`config.mk`:
```
export PLATFORM = sky130hd
export DESIGN_NAME = regbank_write_arbiter
export DESIGN_NICKNAME = d
export VERILOG_FILES = /design/src/rtl/regbank_write_arbiter.sv
export SDC_FILE = /design/constraint.sdc
export NUM_CORES = 1
export LEC_CHECK = 0
export CAP_MARGIN = 30
export CORE_ASPECT_RATIO = 1.4
export CORE_MARGIN = 5
export CORE_UTILIZATION = 40
export CTS_CLUSTER_SIZE = 28
export DETAILED_ROUTE_END_ITERATION = 8
export PLACE_DENSITY = 0.76
export REMOVE_ABC_BUFFERS = 1
export SETUP_SLACK_MARGIN = 0.3
export SYNTH_ARGS = -nofsm -noshare
export SYNTH_HDL_FRONTEND = slang
export SYNTH_SLANG_ARGS = --single-unit
```
`constraint.sdc`:
```
create_clock -name clk -period 3.05 [get_ports clk]
set_input_delay 0.4575 -clock clk [delete_from_list [all_inputs] [get_ports clk]]
set_output_delay 0.4575 -clock clk [all_outputs]
set_load 0.01 [all_outputs]
```
`src/rtl/regbank_write_arbiter.sv`:
```
// rtl/regbank_write_arbiter.sv - round-robin arbiter for the register bank write port
// Three producers share Sel_C/Data_C; a 32-entry scoreboard tracks outstanding writes.
module regbank_write_arbiter #(
    parameter logic [5:0] IDLE_SEL = 6'd34,
    parameter int         NREQ     = 3
) (
    input  logic                 clk,
    input  logic                 reset,
    input  logic [NREQ-1:0]      req_valid,
    input  logic [6*NREQ-1:0]    req_sel,
    input  logic [16*NREQ-1:0]   req_data,
    output logic [NREQ-1:0]      req_ready,
    output logic [5:0]           wr_sel,
    output logic [15:0]          wr_data,
    input  logic                 claim_valid,
    input  logic [4:0]           claim_sel,
    input  logic [4:0]           rd_sel_a,
    input  logic [5:0]           rd_sel_b,
    output logic                 busy_a,
    output logic                 busy_b,
    output logic                 hazard,
    output logic [31:0]          busy_vec
);

    logic [1:0]      r_last_grant;
    logic [5:0]      r_wr_sel;
    logic [15:0]     r_wr_data;
    logic [31:0]     r_busy;

    logic [NREQ-1:0] w_grant;
    logic [1:0]      w_gidx;
    logic [1:0]      w_idx;
    logic            w_found;
    logic [5:0]      w_sel;
    logic [15:0]     w_data;
    logic [31:0]     w_busy_next;

    // Search starts one past the last winner and wraps, so every waiting producer
    // is served within NREQ cycles.
    always_comb begin
        w_grant = '0;
        w_gidx  = 2'd0;
        w_idx   = 2'd0;
        w_found = 1'b0;
        for (int k = 0; k < NREQ; k++) begin
            w_idx = 2'((32'(r_last_grant) + 32'd1 + 32'(k)) % 32'(NREQ));
            if (!w_found && req_valid[w_idx]) begin
                w_found         = 1'b1;
                w_gidx          = w_idx;
                w_grant[w_idx]  = 1'b1;
            end
        end
    end

    always_comb begin
        w_sel  = '0;
        w_data = '0;
        for (int k = 0; k < NREQ; k++) begin
            if (w_grant[k]) begin
                w_sel  = req_sel[6*k +: 6];
                w_data = req_data[16*k +: 16];
            end
        end
    end

    // Commit clears first so a same-cycle claim of that register wins.
    always_comb begin
        w_busy_next = r_busy;
        if (!r_wr_sel[5]) begin
            w_busy_next[r_wr_sel[4:0]] = 1'b0;
        end
        if (claim_valid) begin
            w_busy_next[claim_sel] = 1'b1;
        end
    end

    always_ff @(posedge clk) begin
        if (reset) begin
            r_last_grant <= 2'd2;
            r_wr_sel     <= IDLE_SEL;
            r_wr_data    <= '0;
            r_busy       <= '0;
        end else begin
            r_busy <= w_busy_next;
            if (w_found) begin
                r_last_grant <= w_gidx;
                r_wr_sel     <= w_sel;
                r_wr_data    <= w_data;
            end else begin
                r_wr_sel     <= IDLE_SEL;
                r_wr_data    <= '0;
            end
        end
    end

    assign req_ready = w_grant;
    assign wr_sel    = r_wr_sel;
    assign wr_data   = r_wr_data;
    assign busy_vec  = r_busy;
    assign busy_a    = r_busy[rd_sel_a];
    assign busy_b    = rd_sel_b[5] ? 1'b0 : r_busy[rd_sel_b[4:0]];
    assign hazard    = busy_a | busy_b;

endmodule

```
# Word level (Yosys, flattened, before mapping)
# Index checks and enable logic that the tools add are counted.
# word_totals
regBits	56
# op_classes
n_reduce_logical	10
div_mod_pow	3
addsub	3
n_mux	38
n_lt_le_gt_ge	12
bitwise	7
# op_table
cell	n
remainder unit 32 x 2 -> 32 bit (second input constant)	3
two-way mux 32 bit	2
two-way mux 16 bit	3
adder 32 x 1 -> 32 bit (second input constant)	1
AND 32 bit	1
NOT 32 bit	1
bitwise OR 32 bit	1
< comparator 5 x 6 -> 1 bit (second input constant)	4
two-way mux 6 bit	3
two-way mux 1 bit	14
binary-select mux 1 bit (select 5 bit)	2
demux 1 bit (select 5 bit)	2
greater-or-equal comparator 5 x 1 -> 1 bit (second input constant)	2
< comparator 2 x 3 -> 1 bit (second input constant)	3
two-way mux 3 bit	3
logical AND 1 bit	7
binary-select mux 1 bit (select 2 bit)	3
demux 1 bit (select 2 bit)	3
greater-or-equal comparator 2 x 1 -> 1 bit (second input constant)	3
two-way mux 2 bit	3
bitwise OR 3 bit	2
adder 3 x 2 -> 4 bit (second input constant)	1
adder 2 x 1 -> 3 bit (second input constant)	1
zero test 1 bit	2
3 further kinds	3

# Depth between registers and ports, before layout
# depth
depth_word	14
depth_mapped	10

# Worst setup path before layout
# OpenSTA, ideal clock, no wires.
# synth_path
kind	input to output
start	input rd_sel_a[0]
end	output hazard
n_path_buf	1
required_ns	2.592
cell_stages	5
arrival_ns	2.151
path_slack_ns	0.442
path_cell_list	buf_4 -> mux4_2 -> mux4_2 -> mux2_2 -> or2_1
# synth_via
elab_chain_len	3
# synth_rtl
item	line	rtl
start, declared	17	input logic [4:0] rd_sel_a,
binary-select mux 1 bit (select 5 bit)	100	assign busy_a = r_busy[rd_sel_a];
two-way mux 1 bit (implied by the code)	100	
via busy_a	19	output logic busy_a,
bitwise OR 1 bit	102	assign hazard = busy_a | busy_b;
end, declared	21	output logic hazard,
# The timed path passes the listed nets, and every way through them passes these cells. The select of a mux whose other input is x is not followed.

# Worst setup path after layout
# layout_path
start	input rd_sel_a[0]
end	output hazard
# layout_via
elab_chain_len	3
# layout_rtl
item	line
binary-select mux 1 bit (select 5 bit)	100
two-way mux 1 bit (implied by the code)	100
bitwise OR 1 bit	102
# No other way between the ends. The select of a mux whose other input is x is not followed.

==> results.py <==
metrics = {
    "global_route": {
        "antenna_found_initial": 0,
        "overflow": 0,
        "grtUsageTotal": 0.221,
        "grt_pass1_vias": 3414,
        "grt_max_degree": 45,
        "grt_pass1_wl_um": 16800,
    },
    "drt": {
        "wl_per_cell_um": 18.2,
        "drt-initial-drc-count": 247,
        "drc": 0,
        "wl_um": 10900,
        "via_per_inst": 5.61,
        "antenna_left": 0,
        "first_pass_iters": 4,
        "num_vias": 3356,
    },
    "floorplanning": {
        "dieArea_sq_um": 9580,
        "std_cell_rows": 38,
        "start_util": 0.403,
        "io_pins": 148,
        "fp.dieW_um": 84.2,
        "die_y_um": 114,
        "core_area_sq_um": 7650,
    },
    "clock_network": {
        "clk_path_buf_depth": 2,
        "tritoncts": "built",
        "cts_made_buffers": 5,
        "worstSkewPairLatency_ps": 320,
        "root_buffer": "clkbuf_8",
        "cts.sinks": 56,
        "h-tree-depth": 2,
        "clk_pin_slew_ps": 110,
        "hold_buffers": 0,
    },
    "yosys": {
        "synthAdderAreaFrac": 0.0162,
        "synth-xor-area-share": 0,
        "ys_seq_area_frac": 0.364,
        "syn_avg_cell_area_sq_um": 8.83,
        "synthArstFlopShare": 0,
        "synth_commonest_cells": "dfxtp_1 (56), nand2_1 (40), a21oi_1 (36), o21ai_0 (36), nor2_1 (29)",
        "synthCells": 349,
        "synth_most_common_cell": "dfxtp_1",
        "synth_simple_gate_area_frac": 0.148,
        "synth_flop_cell": "dfxtp_1",
        "synth_top_area_cell": "dfxtp_1",
        "synth_top_family_by_area": "compound AO/OA/AOI/OAI gates",
        "yosysTopAreaCellShare": 0.364,
        "yosys_warnings": 0,
        "synthTopCellsByArea": "dfxtp_1 (36%), mux4_2 (13%), a21oi_1 (5.8%), o21ai_0 (5.8%), a211oi_1 (5.1%)",
        "netlist_area_sq_um": 3080,
        "ys_ff_latch": 56,
        "synth-edff-count": 0,
        "synth_mux_area_frac": 0.168,
        "ys_types": 37,
        "synth_compound_area_frac": 0.264,
    },
    "placement": {
        "place_hpwl_um": 8730,
        "routabilityCongestion": 0.945,
        "place_ws_ps": -479,
        "port_buffers": 147,
        "placedCellCount": 589,
    },
    "worst_setup_path": {
        "critPathLaunchType": "input port",
        "cp_cell_sequence": "clkbuf_2 -> buf_12 -> mux4_2 -> mux4_2 -> mux2_4 -> or2_1 -> buf_2",
        "path_buf_inv": 3,
        "crit_top_cell": "mux4_2",
        "crit_type": "input port to output port",
        "cp.required_ps": 2590,
        "crit_family": "multiplexers",
        "crit_fanout": 8,
        "cp_slowest_cell": "mux4_2",
        "arrival_ps": 2280,
        "end_kind": "output port",
        "cpPeakStageDelay_ps": 500,
    },
    "timing": {
        "worst_slack_ps": 308,
        "setup_violations": 0,
        "hold_violations": 0,
        "relSlewSlack": 0.566,
        "fin_skew_ps": 13.1,
        "rsz0062_at_grt": "yes",
        "tightest_slew_ps": 649,
        "timing.fmax_mhz": 365,
        "timing.final.crit_period_ps": 2740,
        "slew_violations": 0,
        "period_share": 0.899,
        "hold_slack_ps": 530,
    },
    "layout": {
        "antennaDiodeCount": 0,
        "fin_util": 0.639,
        "nets": 589,
        "instances_no_fill": 598,
        "syn_to_final_growth_pct": 58.6,
        "layout-drive-gt1-share": 0.120,
    },
    "power_and_ir_drop": {
        "power_w": 0.00319,
        "powerDensity_nw_per_um2": 652,
        "p_leak_nw": 1.79,
        "peakVddDrop_mv": 0.414,
    },
    "worst_hold_path": {
        "hold_class": "flop to flop",
    },
    "run": {
        "max-cap-violations": 0,
    },
    "run_status": {
        "outcome": "complete, no violations",
    },
}
==> power by group <==
part | internal (W) | leakage [nW] | total [W] | switching [W]
Sequential | 0.000890 | 0.457 | 0.00101 | 0.000115
Clock | 0.000269 | 0.0614 | 0.000519 | 0.000250
Combinational | 0.000818 | 1.27 | 0.00166 | 0.000844
Total | 0.00198 | 1.79 | 0.00319 | 0.00121
==> layout by cell type, fill, tap and decap left out, drive strengths merged, types with 2 or more instances in the layout <==
master / n
o21ai: 36
mux4: 18
a211oi: 21
o22ai: 2
and3: 2
buf: 21
or3b: 3
mux2i: 10
nor2: 29
or3: 2
clkbuf: 7
dfxtp: 56
a21oi: 36
nor3: 3
dlymetal6s2s: 4
a31oi: 6
clkdlybuf4s50: 136
ha: 4
inv: 7
nand2b: 2
nand3b: 7
and3b: 2
dlygate4sd2: 2
nor3b: 4
a22oi: 20
nand2: 40
a32o: 3
a21boi: 2
==> registers in the layout, summed over array words and instances (netlist names) <==
register and count:
r_last_grant 2, wr_sel 6, wr_data 16, busy_vec 32
==> path summary, 6_finish.rpt <==
path,from,end,slack (ps),depth (start not counted)
worst min register to register,busy_vec[14],busy_vec[14],530,2
worst max register to register,r_last_grant[0],wr_data[7],620,10
worst min-delay path,busy_vec[14],busy_vec[14],530,2
worst max-delay path,rd_sel_a[0],hazard,310,7
==> worst register-to-register path, delay by kind of cell, from the launching register on <==
| family | cells | cell delay (ps) |
|---|---|---|
| AO/OA/AOI/OAI | 4 | 760 |
| multiplexers | 1 | 220 |
| flip-flops | 1 | 380 |
| adder cells (fa/ha/maj) | 1 | 340 |
| buffers and inverters | 4 | 580 |
==> through the flow <==
stage	instance area [sq um]	TNS, ps
after floorplan	2980	-7100
after global placement	4740	-736
after detailed placement	4740	-884
after CTS	4870	0
after global routing	4890	0
final	4890	0
==> per-layer routing <==
| metal | part of all wire | track usage | routed length [um] |
|---|---|---|---|
| met4 | 0.032 | 0.111 | 346 |
| met3 | 0.12 | 0.0954 | 1330 |
| met2 | 0.51 | 0.406 | 5550 |
| met5 | 0 | 0 | 0 |
| met1 | 0.33 | 0.205 | 3630 |
==> cell type report <==
cell class / count / area, sq um
fill: 651 / 2770
inverter: 7 / 26.3
clock buffer: 6 / 82.6
timing repair buffer: 165 / 1620
multi-input combinational: 262 / 1880
clock inverter: 2 / 38.8
sequential: 56 / 1120
tap: 100 / 125
==> what timing repair did <==
action	CTS	global route
buffers inserted	1	0
gates resized for setup	23	11
endpoints found under the setup margin	6	5
cloned	0	0
pin swaps	1	2
==> cell families (layout without fill, tap and decap cells) <==
| family | Yosys count | in the layout |
|---|---|---|
| buffers and inverters | 31 | 180 |
| multiplexers | 29 | 29 |
| AO/OA/AOI/OAI | 132 | 132 |
| flip-flops | 56 | 56 |
| adder cells (fa/ha/maj) | 4 | 4 |
| AND/OR/NAND/NOR | 97 | 97 |
No activity file was read; power rests on OpenSTA's default activity.
